[config.mk]
export PLATFORM = sky130hd
export DESIGN_NAME = freq_count_wb_master
export DESIGN_NICKNAME = d
export VERILOG_FILES = /design/src/rtl/freq_count_pkg.sv /design/src/rtl/wb_single_xfer.sv /design/src/rtl/freq_count_wb_master.sv
export SDC_FILE = /design/constraint.sdc
export NUM_CORES = 1
export LEC_CHECK = 0
export CORE_UTILIZATION = 30
export DETAILED_ROUTE_END_ITERATION = 16
export PLACE_DENSITY = 0.7
export SLEW_MARGIN = 30
export SYNTH_ARGS = -nofsm -noshare
export SYNTH_HDL_FRONTEND = slang
export SYNTH_SLANG_ARGS = --single-unit
[constraint.sdc]
create_clock -name clk_i -period 3 [get_ports clk_i]
set_clock_uncertainty 0.05 [all_clocks]
set_input_delay 0.6 -clock clk_i [delete_from_list [all_inputs] [get_ports clk_i]]
set_output_delay 0.6 -clock clk_i [all_outputs]
set_load 0.02 [all_outputs]
[src/rtl/freq_count_pkg.sv]
// Shared constants for the frequency_counter register map and the measurement master FSM.
// frequency_counter uses the address/control constants for its own decode.
package freq_count_pkg;

  localparam logic [31:0] ADDR_CTRL   = 32'h0000_0008;
  localparam logic [31:0] ADDR_RESULT = 32'h0000_0009;
  localparam logic [31:0] CTRL_RST    = 32'h0000_0001;
  localparam logic [31:0] CTRL_START  = 32'h0000_0080;

  localparam logic [2:0] S_IDLE     = 3'd0;
  localparam logic [2:0] S_WR_RST   = 3'd1;
  localparam logic [2:0] S_GAP1     = 3'd2;
  localparam logic [2:0] S_WR_START = 3'd3;
  localparam logic [2:0] S_GATE     = 3'd4;
  localparam logic [2:0] S_RD_RES   = 3'd5;
  localparam logic [2:0] S_DONE     = 3'd6;
  localparam logic [2:0] S_ERR      = 3'd7;

  // Counter width able to hold 0..n without wrapping; never narrower than one bit.
  function automatic int cnt_w(input int n);
    return (n < 2) ? 1 : $clog2(n + 1);
  endfunction

endpackage

[src/rtl/wb_single_xfer.sv]
// One Wishbone classic transfer with response timeout and bounded retry.
// Emits a one-cycle ok or fail strobe in the cycle the outcome is sampled.
module wb_single_xfer
  import freq_count_pkg::*;
#(
  parameter int ACK_TIMEOUT = 16,
  parameter int MAX_RETRY   = 3
) (
  input  logic        clk_i,
  input  logic        rst_n,
  input  logic        req,
  input  logic        we,
  input  logic [31:0] adr,
  input  logic [31:0] dat,
  output logic        ok,
  output logic        fail,
  output logic [31:0] rdata,
  output logic [31:0] adr_o,
  output logic [31:0] dat_o,
  output logic        we_o,
  output logic        cyc_o,
  input  logic [31:0] dat_i,
  input  logic        ack_i,
  input  logic        err_i,
  input  logic        rty_i
);

  localparam int TW = cnt_w(ACK_TIMEOUT);
  localparam int RW = cnt_w(MAX_RETRY);
  localparam logic [TW-1:0] TMO_LAST = TW'(ACK_TIMEOUT - 1);
  localparam logic [RW-1:0] RTY_MAX  = RW'(MAX_RETRY);

  logic          cyc_q;
  logic          regap_q;
  logic [TW-1:0] tmo_q;
  logic [RW-1:0] rty_q;
  logic [31:0]   adr_q;
  logic [31:0]   dat_q;
  logic          we_q;
  logic          any_resp;
  logic          timeout;
  logic          retry;

  // err beats rty beats ack when several arrive together.
  assign any_resp = ack_i | err_i | rty_i;
  assign timeout  = cyc_q & ~any_resp & (tmo_q == TMO_LAST);
  assign retry    = cyc_q & ~err_i & rty_i & (rty_q != RTY_MAX);
  assign fail     = (cyc_q & (err_i | (rty_i & (rty_q == RTY_MAX)))) | timeout;
  assign ok       = cyc_q & ack_i & ~err_i & ~rty_i;
  assign rdata    = dat_i;

  assign adr_o = adr_q;
  assign dat_o = dat_q;
  assign we_o  = we_q;
  assign cyc_o = cyc_q;

  always_ff @(posedge clk_i or negedge rst_n) begin
    if (!rst_n) begin
      cyc_q   <= 1'b0;
      regap_q <= 1'b0;
      tmo_q   <= '0;
      rty_q   <= '0;
      adr_q   <= '0;
      dat_q   <= '0;
      we_q    <= 1'b0;
    end else if (req && !cyc_q && !regap_q) begin
      cyc_q <= 1'b1;
      adr_q <= adr;
      dat_q <= dat;
      we_q  <= we;
      tmo_q <= '0;
      rty_q <= '0;
    end else if (cyc_q) begin
      if (any_resp) begin
        cyc_q <= 1'b0;
        if (retry) begin
          regap_q <= 1'b1;
          rty_q   <= rty_q + 1'b1;
        end
      end else if (timeout) begin
        cyc_q <= 1'b0;
      end else begin
        tmo_q <= tmo_q + 1'b1;
      end
    end else if (regap_q) begin
      // Reissue the held transfer after the one-cycle retry gap.
      cyc_q   <= 1'b1;
      regap_q <= 1'b0;
      tmo_q   <= '0;
    end
  end

endmodule

[src/rtl/freq_count_wb_master.sv]
// Wishbone initiator that runs one frequency_counter measurement per start_i pulse:
// reset counter, start it, wait the gate time, read the result.
//
// state      | meaning
// S_IDLE     | waiting for start_i; issues the counter-reset write when it arrives
// S_WR_RST   | counter-reset write in flight
// S_GAP1     | bus idle cycle; issues the start write
// S_WR_START | start write in flight
// S_GATE     | gate down-counter running; issues the result read at zero
// S_RD_RES   | result read in flight
// S_DONE     | success, done_o pulse
// S_ERR      | bus failure, done_o pulse with error_o set
module freq_count_wb_master
  import freq_count_pkg::*;
#(
  parameter int GATE_CYCLES = 90,
  parameter int ACK_TIMEOUT = 16,
  parameter int MAX_RETRY   = 3
) (
  input  logic        clk_i,
  input  logic        rst_i,
  input  logic        start_i,
  output logic        busy_o,
  output logic        done_o,
  output logic        error_o,
  output logic [31:0] result_o,
  output logic [31:0] adr_o,
  output logic [31:0] dat_o,
  input  logic [31:0] dat_i,
  output logic        we_o,
  output logic [3:0]  sel_o,
  output logic        cyc_o,
  output logic        stb_o,
  input  logic        ack_i,
  input  logic        err_i,
  input  logic        rty_i
);

  localparam int GW = cnt_w(GATE_CYCLES);
  localparam logic [GW-1:0] GATE_LOAD = GW'(GATE_CYCLES - 1);

  logic [2:0]    state_q;
  logic [GW-1:0] gate_q;
  logic          error_q;
  logic [31:0]   result_q;

  logic          req;
  logic          req_we;
  logic [31:0]   req_adr;
  logic [31:0]   req_dat;
  logic          xfer_ok;
  logic          xfer_fail;
  logic [31:0]   xfer_rdata;
  logic          xfer_we;
  logic          xfer_cyc;

  always_comb begin
    req     = 1'b0;
    req_we  = 1'b1;
    req_adr = ADDR_CTRL;
    req_dat = CTRL_RST;
    case (state_q)
      S_IDLE: req = start_i;
      S_GAP1: begin
        req     = 1'b1;
        req_dat = CTRL_START;
      end
      S_GATE: begin
        req     = (gate_q == '0);
        req_we  = 1'b0;
        req_adr = ADDR_RESULT;
        req_dat = '0;
      end
      default: req = 1'b0;
    endcase
  end

  wb_single_xfer #(
    .ACK_TIMEOUT(ACK_TIMEOUT),
    .MAX_RETRY  (MAX_RETRY)
  ) u_xfer (
    .clk_i(clk_i),
    .rst_n(rst_i),
    .req  (req),
    .we   (req_we),
    .adr  (req_adr),
    .dat  (req_dat),
    .ok   (xfer_ok),
    .fail (xfer_fail),
    .rdata(xfer_rdata),
    .adr_o(adr_o),
    .dat_o(dat_o),
    .we_o (xfer_we),
    .cyc_o(xfer_cyc),
    .dat_i(dat_i),
    .ack_i(ack_i),
    .err_i(err_i),
    .rty_i(rty_i)
  );

  always_ff @(posedge clk_i or negedge rst_i) begin
    if (!rst_i) begin
      state_q  <= S_IDLE;
      gate_q   <= '0;
      error_q  <= 1'b0;
      result_q <= '0;
    end else begin
      case (state_q)
        S_IDLE: begin
          if (start_i) begin
            state_q <= S_WR_RST;
            error_q <= 1'b0;
          end
        end
        S_WR_RST: begin
          if (xfer_fail) begin
            state_q <= S_ERR;
            error_q <= 1'b1;
          end else if (xfer_ok) begin
            state_q <= S_GAP1;
          end
        end
        S_GAP1: state_q <= S_WR_START;
        S_WR_START: begin
          if (xfer_fail) begin
            state_q <= S_ERR;
            error_q <= 1'b1;
          end else if (xfer_ok) begin
            state_q <= S_GATE;
            gate_q  <= GATE_LOAD;
          end
        end
        S_GATE: begin
          if (gate_q == '0) begin
            state_q <= S_RD_RES;
          end else begin
            gate_q <= gate_q - 1'b1;
          end
        end
        S_RD_RES: begin
          if (xfer_fail) begin
            state_q <= S_ERR;
            error_q <= 1'b1;
          end else if (xfer_ok) begin
            state_q  <= S_DONE;
            result_q <= xfer_rdata;
          end
        end
        default: state_q <= S_IDLE;
      endcase
    end
  end

  assign busy_o   = (state_q != S_IDLE);
  assign done_o   = (state_q == S_DONE) || (state_q == S_ERR);
  assign error_o  = error_q;
  assign result_o = result_q;
  assign cyc_o    = xfer_cyc;
  assign stb_o    = xfer_cyc;
  assign we_o     = xfer_we & xfer_cyc;
  assign sel_o    = {4{xfer_cyc}};

endmodule
==> impl_metrics.csv <==
group,metric,value,unit
die,core_area,10300,sq um
routing,detail_route.wl_per_cell,11.8,um
grt,antenna_found_initial,0,
die,die_y,105,um
timing,fin_setup_tns,0,ns
synthesis,synth_ff_type,"dfrtp_1",
routing,wl,5790,um
synthesis,netlist_area,3180,sq um
cts,post_cts_buffers,0,
finish,area_growth,29.6,%
setup_path,start_kind,"flip-flop",
routing,dr_total_vias,2022,
timing,setup_violations,0,
timing,hold_viol,0,
setup_path,arrival,1.82,ns
placed_design,place_congestion,0.737,
setup_path,path_cells,"or3_1, clkdlybuf4s50_1",
routing,first_pass_iters,4,
cts,cts_tree,"yes",
grt,grt_pass1_wl,9540,um
timing,rsz0062_at_grt,"false",
setup_path,path_class,"reg -> out",
synthesis,synth_warnings,0,
finish,num_antenna_cells,0,
placed_design,port_buffers,83,
setup_path,crit_family,"buffers and inverters",
cts,cts_sinks,57,
cts,cts_buffer_depth,2,
die,fp.dieW,105,um
die,start_util,30.9,%
synthesis,ys_types,46,
setup_path,end_kind,"output pin",
synthesis,synth_edf_count,0,
timing,timing.fmax,405,MHz
synthesis,synth_seq_area_share,44.9,%
job,drv_cap,0,
grt,grt_pass1_vias,1930,
cts,cts_made_buffers,9,
timing,holdWs,0.250,ns
finish,drive_above_1_share,18.6,%
die,ios,144,
cts,path_clk_slew,0.07,ns
cts,cts-hold-fix-buffers,0,
grt,grt_max_degree,33,
synthesis,ys_ff_latch,57,
routing,drt_iter0_drc,52,
cts,h-tree-depth,3,
grt,grt_overflow,0,
timing,fin_crit,2.47,ns
placed_design,dp_hpwl,4200,um
setup_path,crit_fanout,13,
timing,report.final.slew_viol_count,0,
grt,grt_usage,11.0,%
power,power_density,599,nW/um^2
synthesis,synthArstFlopShare,100,%
routing,drc,0,
cts,insertion_delay,0.33,ns
timing,tightest_slew,0.660,ns
setup_path,slowest_delay,0.55,ns
synthesis,syn_area_per_cell,11.9,sq um
cts,root_buffer,"clkbuf_8",
routing,vias_per_cell,4.12,
run_status,status,"finished clean",
routing,final_antenna_net_count,0,
power,vdd_drop_max,0.333,mV
worst_hold_path,hold_path_class,"in -> async",
die,core.rowCount,37,
power,power_leakage,2.00,nW
setup_path,critPathBufInv,1,
setup_path,crit_required,2.35,ns
cts,cts_resized,0,
synthesis,syn_inst,267,
setup_path,reg2reg_slack,0.87,ns
timing,slew_headroom,56.0,%
finish,nNetsFinal,393,
die,die_area,11000,sq um
setup_path,cpMaxStageDelayCell,"clkdlybuf4s50_1",
timing,period_share,82.2,%
-- registers in the layout, summed over array words and instances, names as in the netlist --
name and flops:
gate_q 7, u_xfer.dat_o 2, state_q 3, u_xfer.regap_q 1
u_xfer.tmo_q 5, result_o 32, error_o 1, u_xfer.we_o 1
u_xfer.cyc_o 1, u_xfer.rty_q 2, u_xfer.adr_o 2
-- layout by cell type (no fill, tap or decap), types with 2 or more instances in the layout --
cell type         n
or3_1             2
mux2_4           33
a31oi_1           2
mux2i_1           4
o22ai_1           2
and3_1            2
and2_2            2
buf_12            2
clkbuf_8          9
inv_1             6
bufinv_16         2
xor2_1            5
ha_1              5
clkinv_4          3
a21o_1            2
nor3b_1           2
conb_1           60
clkdlybuf4s50_1  82
nor2_1           11
mux2_2            3
dfrtp_1          57
nor3_1            3
nand2b_1          4
a21oi_1           8
nand3_1           4
o21ai_0           5
nand2_1          11
-- cell usage after synthesis (2+ instances only) --
master / n / area share, %
or3_1: 2 / 0.39
mux2i_1: 4 / 1.3
a31oi_1: 2 / 0.39
and3_1: 2 / 0.39
nor2_1: 11 / 1.3
nand2_1: 11 / 1.3
clkbuf_1: 2 / 0.24
nand3_1: 4 / 0.63
nor3_1: 3 / 0.47
buf_4: 65 / 15
ha_1: 5 / 2.0
dfrtp_1: 57 / 45
mux2_4: 33 / 16
o21ai_0: 5 / 0.79
nand2b_1: 5 / 0.98
a21o_1: 2 / 0.47
nor3b_1: 2 / 0.47
a21oi_1: 8 / 1.3
inv_1: 6 / 0.71
o22ai_1: 2 / 0.39
xor2_1: 5 / 1.4
and2_2: 2 / 0.47
buf_6: 4 / 1.4
mux2_2: 3 / 1.1
-- power by group --
| part | internal (W) | switching [W] |
|---|---|---|
| Clock | 0.000474 | 0.000333 |
| Sequential | 0.000891 | 0.000127 |
| Combinational | 0.000325 | 0.000315 |
-- layer usage --
layer	vias up	track usage (%)	part of all wire, %
met1	990	13.9	44
met4	0	3.32	0.90
li1	948	-	-
met2	79	17.6	49
met3	5	3.87	5.7
met5	-	0	0
-- through the flow --
step / std cells / util (%) / area [sq um] / worst slack, ns / power, W
2_1_floorplan: 326 / - / 3400 / 1.13 / 0.00148
3_3_place_gp: 475 / 37.9 / 3890 / 0.587 / 0.00166
3_5_place_dp: 475 / 37.9 / 3890 / 0.556 / 0.00168
4_1_cts: 491 / 40.1 / 4120 / 0.517 / 0.00250
5_1_grt: 491 / 40.1 / 4120 / 0.449 / 0.00261
6_report: 491 / 40.1 / 4120 / 0.533 / 0.00247
-- cell type report --
class	count	area, sq um
Fill cell	1004	6160
Sequential cell	57	1430
Multi-Input combinational cell	191	1410
Timing Repair Buffer	85	866
Tap cell	136	170
Clock buffer	9	124
Clock inverter	7	103
Inverter	6	22.5
-- cell families (layout without fill, tap and decap cells) --
group / count (synthesis) / count (layout) / share of synthesized area (%)
AND/OR/NAND/NOR: 56 / 56 / 11.0
multiplexers: 40 / 40 / 17.9
other: 1 / 60 / 0.118
adder cells (fa/ha/maj): 5 / 5 / 1.97
buffers and inverters: 78 / 107 / 17.9
AO/OA/AOI/OAI: 25 / 25 / 4.84
XOR/XNOR: 5 / 5 / 1.38
flip-flops: 57 / 57 / 44.9
-- path summary, 6_finish.rpt --
path | from | to | cells after the start
worst max-delay path | state_q[0]$_DFFE_PN0P_ | busy_o | 2
worst min-delay path | rst_i | u_xfer.tmo_q[2]$_DFFE_PN0P_ | 1
worst max register to register | u_xfer.tmo_q[0]$_DFFE_PN0P_ | state_q[1]$_DFFE_PN0P_ | 7
worst min register to register | u_xfer.adr_o[3]$_DFFE_PN0P_ | u_xfer.adr_o[3]$_DFFE_PN0P_ | 1
max in group asynchronous | rst_i | u_xfer.dat_o[0]$_DFFE_PN0P_ | 2
min in group clk_i | u_xfer.adr_o[3]$_DFFE_PN0P_ | u_xfer.adr_o[3]$_DFFE_PN0P_ | 1
Power figures use the tool's default switching activity.
